--- src/rtl/gesture_box_overlay.sv ---
// Gesture bounding-box overlay for the RGB565 LCD stream.
// Box coordinates are shadowed at each vsync rise and held for the whole frame, so the
// rectangle never tears. Data and syncs leave exactly one clock after they arrive.
// Build option: define CROSSHAIR_EN to also draw a 1-pixel crosshair through the box centre
// in ~BOX_COLOR. The default build draws the border only.
module gesture_box_overlay #(
  parameter int unsigned IMG_W     = 640,
  parameter int unsigned IMG_H     = 480,
  parameter int unsigned LINE_W    = 2,
  parameter logic [15:0] BOX_COLOR = 16'hF800
) (
  input  logic        clk,
  input  logic        rst_n,
  input  logic        per_frame_vsync,
  input  logic        per_frame_href,
  input  logic        per_frame_clken,
  input  logic [15:0] per_img_data,
  input  logic        box_en,
  input  logic [9:0]  box_x_min,
  input  logic [9:0]  box_x_max,
  input  logic [9:0]  box_y_min,
  input  logic [9:0]  box_y_max,
  output logic        post_frame_vsync,
  output logic        post_frame_href,
  output logic        post_frame_clken,
  output logic [15:0] post_img_data,
  output logic        box_active
);

  logic        vsync_d;
  logic        vs_rise;
  logic [9:0]  sh_x_min, sh_x_max, sh_y_min, sh_y_max;
  logic        sh_valid;
  logic [10:0] x_cnt;
  logic [9:0]  y_cnt;

  assign vs_rise    = per_frame_vsync & ~vsync_d;
  assign box_active = sh_valid;

  // Vsync history and per-frame shadow of the detector box.
  always_ff @(posedge clk or negedge rst_n) begin
    if (!rst_n) begin
      vsync_d  <= 1'b0;
      sh_x_min <= '0;
      sh_x_max <= '0;
      sh_y_min <= '0;
      sh_y_max <= '0;
      sh_valid <= 1'b0;
    end else begin
      vsync_d <= per_frame_vsync;
      if (vs_rise) begin
        sh_x_min <= box_x_min;
        sh_x_max <= box_x_max;
        sh_y_min <= box_y_min;
        sh_y_max <= box_y_max;
        sh_valid <= box_en & (box_x_min <= box_x_max) & (box_y_min <= box_y_max);
      end
    end
  end

  // Pixel position counters; held at the origin during vertical blanking.
  always_ff @(posedge clk or negedge rst_n) begin
    if (!rst_n) begin
      x_cnt <= '0;
      y_cnt <= '0;
    end else if (per_frame_vsync) begin
      x_cnt <= '0;
      y_cnt <= '0;
    end else if (per_frame_clken) begin
      if (x_cnt == 11'(IMG_W - 1)) begin
        x_cnt <= '0;
        y_cnt <= (y_cnt == 10'(IMG_H - 1)) ? '0 : y_cnt + 10'd1;
      end else begin
        x_cnt <= x_cnt + 11'd1;
      end
    end
  end

  // Hit test in 11-bit unsigned; edges are compared by adding LINE_W, never subtracting.
  logic [10:0] xs, ys, lw, xmin, xmax, ymin, ymax;
  logic        in_x, in_y, edge_l, edge_r, edge_t, edge_b, hit;

  always_comb begin
    xs     = x_cnt;
    ys     = {1'b0, y_cnt};
    lw     = 11'(LINE_W);
    xmin   = {1'b0, sh_x_min};
    xmax   = {1'b0, sh_x_max};
    ymin   = {1'b0, sh_y_min};
    ymax   = {1'b0, sh_y_max};
    in_x   = (xs >= xmin) && (xs <= xmax);
    in_y   = (ys >= ymin) && (ys <= ymax);
    edge_l = xs < (xmin + lw);
    edge_r = (xs + lw) > xmax;
    edge_t = ys < (ymin + lw);
    edge_b = (ys + lw) > ymax;
    hit    = sh_valid & in_x & in_y & (edge_l | edge_r | edge_t | edge_b);
  end

  logic [15:0] pix_next;

`ifdef CROSSHAIR_EN
  logic       vs_rise_d;
  logic [9:0] cx, cy;
  logic       cross_hit;

  // Centre is taken one clock after the shadow latch, from the freshly shadowed box.
  always_ff @(posedge clk or negedge rst_n) begin
    if (!rst_n) begin
      vs_rise_d <= 1'b0;
      cx        <= '0;
      cy        <= '0;
    end else begin
      vs_rise_d <= vs_rise;
      if (vs_rise_d) begin
        cx <= 10'(({1'b0, sh_x_min} + {1'b0, sh_x_max}) >> 1);
        cy <= 10'(({1'b0, sh_y_min} + {1'b0, sh_y_max}) >> 1);
      end
    end
  end

  // Crosshair wins over the border colour.
  always_comb begin
    cross_hit = sh_valid & (((xs == {1'b0, cx}) & in_y) | ((ys == {1'b0, cy}) & in_x));
    pix_next  = per_img_data;
    if (per_frame_clken & cross_hit) begin
      pix_next = ~BOX_COLOR;
    end else if (per_frame_clken & hit) begin
      pix_next = BOX_COLOR;
    end
  end
`else
  // Border only.
  always_comb begin
    pix_next = per_img_data;
    if (per_frame_clken & hit) begin
      pix_next = BOX_COLOR;
    end
  end
`endif

  // Single output stage: data and syncs share the same one-clock latency.
  always_ff @(posedge clk or negedge rst_n) begin
    if (!rst_n) begin
      post_frame_vsync <= 1'b0;
      post_frame_href  <= 1'b0;
      post_frame_clken <= 1'b0;
      post_img_data    <= '0;
    end else begin
      post_frame_vsync <= per_frame_vsync;
      post_frame_href  <= per_frame_href;
      post_frame_clken <= per_frame_clken;
      post_img_data    <= pix_next;
    end
  end

endmodule
--- config.mk ---
export PLATFORM = sky130hd
export DESIGN_NAME = gesture_box_overlay
export DESIGN_NICKNAME = d
export VERILOG_FILES = /design/src/rtl/gesture_box_overlay.sv
export SDC_FILE = /design/constraint.sdc
export NUM_CORES = 1
export LEC_CHECK = 0
export CELL_PAD_IN_SITES_DETAIL_PLACEMENT = 1
export CELL_PAD_IN_SITES_GLOBAL_PLACEMENT = 1
export CORE_AREA = 10 10 107 157
export CTS_BUF_LIST = sky130_fd_sc_hd__clkbuf_4
export CTS_CLUSTER_DIAMETER = 200
export CTS_CLUSTER_SIZE = 10
export DETAILED_ROUTE_END_ITERATION = 16
export DIE_AREA = 0 0 117 167
export PLACE_DENSITY = 0.86
export SETUP_SLACK_MARGIN = 0.3
export SLEW_MARGIN = 20
export SYNTH_ARGS = -nofsm -noshare
export SYNTH_HDL_FRONTEND = slang
export SYNTH_SLANG_ARGS = --single-unit
--- constraint.sdc ---
create_clock -name clk -period 3.25 [get_ports clk]
set_input_delay 0.65 -clock clk [delete_from_list [all_inputs] [get_ports clk]]
set_output_delay 0.65 -clock clk [all_outputs]
set_load 0.005 [all_outputs]
==> results of run 1 <==
cells by family after synthesis:
family                     Yosys count
and+or+nand+nor                    185
AOI/OAI and AO/OA                  164
adders and majority gates          104
buffers and inverters               91
DFF                                 81
xor gates and xnor gates            37
muxes                                5
routing by layer:
| metal | up-vias | GRT usage (%) | part of all wire, % |
|---|---|---|---|
| met5 | - | 0 | 0 |
| met1 | 2774 | 20.5 | 34 |
| li1 | 2559 | - | - |
| met2 | 109 | 41.3 | 58 |
| met4 | 0 | 12.9 | 5.8 |
| met3 | 78 | 2.59 | 2.3 |
worst max-delay path, delay by kind of cell (launching register included):
family,cells,cell delay (ps)
simple gates,5,1060
compound gates,4,620
flops,1,390
fa+ha+maj,1,290
buf+inv,2,260
xor+xnor,1,170
stage by stage:
stage                     utilization [%]  hold WS, ps
after CTS                            52.7          391
after global placement               51.0          524
final                                53.2          216
after floorplan                         -          354
after global routing                 53.2          241
after detailed placement             51.0          517
what timing repair did:
action,CTS,global route
buffers inserted,2,2
endpoints found under the setup margin,16,16
gates resized for setup,7,13
pin swaps,1,4
cells in the final DEF (no fill, tap or decap), types with 3 or more instances in the layout:
cell / instances
ha_1: 103
and4_1: 4
nand3_1: 26
a21o_1: 12
xor2_1: 11
nor3_1: 9
nor2b_1: 5
o21bai_1: 4
clkbuf_4: 10
inv_1: 72
a211oi_2: 3
a31oi_1: 4
and3_1: 3
nand2_1: 68
o21ai_0: 62
a21oi_1: 25
o211ai_1: 4
nand4_1: 15
dfrtp_1: 80
clkdlybuf4s50_1: 80
xnor2_1: 26
buf_4: 19
nor2_1: 27
a21boi_1: 10
nor4_1: 3
or3_1: 4
mux2_2: 5
a211oi_1: 11
o21a_1: 5
and3_4: 3
worst max-delay path by stage:
stage | end | slack (ps) | cells past startpoint
2_1_floorplan | post_img_data[10] | 390 | 12
3_3_place_gp | post_img_data[0] | 130 | 10
3_5_place_dp | post_img_data[0] | -50 | 10
4_1_cts | post_img_data[9] | 300 | 13
5_1_grt | post_img_data[3] | 250 | 13
6_report | post_img_data[11] | 360 | 13
area by class of cell:
| type | instances | area share (%) |
|---|---|---|
| Clock buffer | 10 | 1.01 |
| Clock inverter | 6 | 1.25 |
| Timing Repair Buffer | 102 | 13.3 |
| Tap cell | 165 | 2.79 |
| Antenna cell | 1 | 0.0338 |
| Multi-Input combinational cell | 495 | 50.6 |
| Inverter | 72 | 3.65 |
| Sequential cell | 81 | 27.4 |
sequential cells by signal, indices dropped and copies added, names as in the netlist:
register	count
sh_x_max	10
post_frame_href	1
post_frame_vsync	1
post_img_data	16
post_frame_clken	1
x_cnt	11
y_cnt	10
sh_y_min	10
sh_x_min	10
sh_y_max	10
box_active	1
power by group:
group	total, mW	internal (mW)	leakage [nW]	switching (mW)
clock	0.714	0.323	0.0828	0.391
sequential	1.15	1.09	1.01	0.0560
combinational	0.713	0.311	2.41	0.402
total	2.57	1.72	3.51	0.849
==> metrics, run 1 <==
CTS tree built; clk sinks 81; Vias/cell 5.92; Skew-Pair Late Insertion Delay 450 ps; Critical-path top delay cell dfrtp_1; synthesized area per cell 9.10 sq um; most instantiated cells after synthesis ha_1, dfrtp_1, inv_1; Post-DRT Antenna Nets 0; fin crit share 88.8%; H-tree levels 3; crit path max fanout 16; Worst EP arrival 3250 ps; Compound-Gate Fraction of Synth Area 17.3%; Reg clk slew, reported paths 140 ps; design area 0.00741 sq mm; layout cells sized above 1 8.88%; Routability Congestion 0.894; sequential share of the synthesized area 33.4%; cell leakage power 3.51 nW; All-Layer GR Usage 21.5%; die width 117 um; maxcap violations 0; Root Driver clkbuf_4; area leader, netlist dfrtp_1; Netlist Area Pre-Place 0.00607 sq mm; Final Hold Fails 0; Setup Viol. Count Final 0; cells on worst reg2reg path 13; Core ar. 0.0139 sq mm; Die ar. 0.0195 sq mm; FILL cells 1,610; synthesized-area fraction occupied by adder cells 21.4%; first-pass GRT wire length 33,000 um; PnR worst setup slack 363 ps; drc violations 0; Pre-Repair DR Iteration Count 4; Worst VDD drop 0.216 mV; Syn-to-layout area delta 22.1%; RSZ-0062 raised after global routing no; port bufs 81; WL/cell 22.0 um; Setup crit start sh_x_min[3]; flip-flop and latch area 0.00203 sq mm; number of synthesized flops with an enable pin 0; fin crit period 2890 ps; CP endpoint kind flip-flop; FP Rows 53; Netlist cell types 62; Largest stage delay, worst path 390 ps; Bufs on Longest Clock Path 2; crit-path cells inv_1, nor3_4, and3_4, nand3_1, xnor2_1, ha_1, nand4_1, a211oi_2, a221oi_2, nor4_4, o211ai_4, buf_12, a21o_1; worst hold path type in -> async; share of flip-flops with an asynchronous set or reset 100%; Worst EP required 3610 ps; global route overflow 0; Initial Utilization 43.6%; WS Path Type reg -> reg; Synth Area in XOR/XNOR 5.34%; synth warn 0; Synth top area share 33.4%; reg-to-reg slack, setup 360 ps; status completed; Post-DP Area 0.00711 sq mm; Main synth FF type dfrtp_1; layout net count 927; Slew headroom 35.9%; Peak Freq 0.346 GHz; fin cells 932; post-synthesis sequential element count 81; WL final 20,500 um; vias 5,520; Slew Limit Fails 0; CTS Buf Count 9; Post-Syn Nets 833; PnR Total Power 2.57 mW; simple-gate portion of the synthesized area 15.3%; launch point of the worst reg-to-reg path sh_x_min[3]; Slew @ Worst Pin 951 ps; vias in the first global route 6,373; Place WS -51.5 ps; largest family of logic cells by synthesized area adder cells; Area contributors post-synth dfrtp_1, ha_1, o21ai_0, inv_1, nand2_1; worst reg2reg path endpoint post_img_data[11]; most frequent cell after synthesis ha_1; num ports 82; critical path launch point type flip-flop; Inst Count DP 911; power per cell area 347 mW/mm^2; setup TNS 0 ps; area of the multi-input gates 0.00375 sq mm; Max Clock Skew 14.9 ps; Die Height 167 um; largest net degree at the start of global routing 82; dpl hpwl 15,800 um; initial DRC count 224; cells after synthesis 667; mux contribution to synthesized area 0.928%; antenna violations before repair 1; CTS Hold Bufs 0
(Power assumes the default switching activity.)
==> run 2: changes to the inputs <==
--- a/config.mk
+++ b/config.mk
@@ -15,7 +15,7 @@
 export DIE_AREA = 0 0 117 167
 export PLACE_DENSITY = 0.86
 export SETUP_SLACK_MARGIN = 0.3
-export SLEW_MARGIN = 20
+export SLEW_MARGIN = 30
 export SYNTH_ARGS = -nofsm -noshare
 export SYNTH_HDL_FRONTEND = slang
 export SYNTH_SLANG_ARGS = --single-unit
==> run 2 against run 1 <==
  * Critical path depth stayed put
  * Final cell count grew 0.43%
  * First-iteration DRC count decreased by 21%
  * Routed wire length down 0.95%
  * Utilization rose by 0.18 points
  * Combinational power hardly changed
  * Global-route usage shrank 0.58 points
  * Clock power down 15%
==> metrics, run 2 (synthesized netlist as in run 1, its figures left out) <==
status completed; WS Path Type reg -> reg; maxcap violations 0; WL/cell 21.7 um; cell leakage power 3.52 nW; layout net count 931; worst hold path type in -> async; CTS Buf Count 9; fin cells 936; Worst EP required 3590 ps; drc violations 0; antenna violations before repair 1; Slew headroom 55.3%; Syn-to-layout area delta 22.5%; initial DRC count 178; WL final 20,300 um; layout cells sized above 1 9.09%; RSZ-0062 raised after global routing yes; H-tree levels 3; max reg flops 16; CTS tree built; fin crit share 89.9%; Peak Freq 0.342 GHz; fin crit period 2920 ps; Core ar. 0.0139 sq mm; most frequent cells in the layout ha_1, dfrtp_1, clkdlybuf4s50_1; Reg clk slew, reported paths 140 ps; vias in the first global route 6,332; Inst Count DP 912; Initial Utilization 43.6%; Pre-Repair DR Iteration Count 6; FILL cells 1,620; Skew-Pair Late Insertion Delay 450 ps; commonest non-fill, non-tap cell in the layout ha_1; Bufs on Longest Clock Path 2; Die ar. 0.0195 sq mm; FP Rows 53; dpl hpwl 16,000 um; critical path launch point type flip-flop; CTS Hold Bufs 0; port bufs 81; Die Height 167 um; Slew Limit Fails 0; Worst EP arrival 3260 ps; num ports 82; clk sinks 81; Worst VDD drop 0.178 mV; Routability Congestion 0.894; top flop regs post_img_data x16, x_cnt x11; vias 5,486; setup TNS 0 ps; global route overflow 0; Setup Viol. Count Final 0; largest net degree at the start of global routing 50; All-Layer GR Usage 20.9%; Final Hold Fails 0; Slew @ Worst Pin 668 ps; Biggest register post_img_data; CP endpoint kind flip-flop; first-pass GRT wire length 32,300 um; die width 117 um; Root Driver clkbuf_4; Vias/cell 5.86; Max Clock Skew 15.2 ps; crit path max fanout 16; Post-DRT Antenna Nets 0; power per cell area 332 mW/mm^2
[run 2: worst max-delay path, stage by stage, from the launching register on]
cell      delay [ps]
dfrtp_1          400
inv_2             70
nor3_4           200
and3_4           230
nand3_2          110
xnor2_1          160
ha_1             290
nand4_1          120
a211oi_2         270
a221oi_2         140
nor4_4           350
o211ai_4         130
buf_12           160
a21o_1           180
[run 2: worst paths after layout]
| path | cells past startpoint | startpoint | slack, ps | endpoint |
|---|---|---|---|---|
| worst max-delay path | 13 | sh_x_min[3] | 330 | post_img_data[11] |
| worst min-delay path | 1 | rst_n | 130 | sh_y_max[5] |
| worst max register to register | 13 | sh_x_min[3] | 330 | post_img_data[11] |
| worst min register to register | 1 | sh_x_min[0] | 560 | sh_x_min[0] |
| max in group asynchronous | 2 | rst_n | 2500 | x_cnt[10] |
| min in group clk | 1 | sh_x_min[0] | 560 | sh_x_min[0] |
[run 2: layer usage]
metal / share of wire (%) / vias up / global-route usage (%)
met3: 2.5 / 73 / 2.70
met4: 5.4 / 0 / 11.8
met1: 34 / 2717 / 19.7
li1: - / 2565 / -
met2: 58 / 131 / 40.6
met5: 0 / - / 0
[run 2: layout make-up]
class                      instances  area (sq um)  area share, %
tap                              165           206           2.78
inverter                          72           270           3.63
sequential                        81          2030           27.3
multi-input combinational        495          3760           50.6
clock buffer                      10          75.1           1.01
clock inverter                     6          58.8          0.791
antenna                            1          2.50         0.0337
timing repair buffer             106          1030           13.9
[run 2: per-stage QoR]
| step | setup WS, ps | area, sq um | utilization (%) | total power [mW] | hold slack, ps |
|---|---|---|---|---|---|
| 6_report | 327 | 7440 | 53.4 | 2.47 | 131 |
| 5_1_grt | 190 | 7440 | 53.4 | 2.62 | 146 |
| 4_1_cts | 317 | 7330 | 52.6 | 2.46 | 140 |
| 3_5_place_dp | -52.7 | 7130 | 51.2 | 1.85 | 517 |
| 3_3_place_gp | 129 | 7110 | 51.0 | 1.78 | 524 |
| 2_1_floorplan | 386 | 6070 | - | 1.53 | 354 |
[run 2: where the power goes]
part,internal [mW],switching (mW),total [mW]
Sequential,1.09,0.0583,1.15
Clock,0.238,0.371,0.610
Combinational,0.316,0.398,0.714
Total,1.64,0.828,2.47
[run 2: repair_timing]
action                     in CTS  in global routing
resized for setup               6                 14
gates cloned                    0                  0
pin swaps                       1                  5
setup buffers                   2                  5
setup endpoints to repair      16                 16
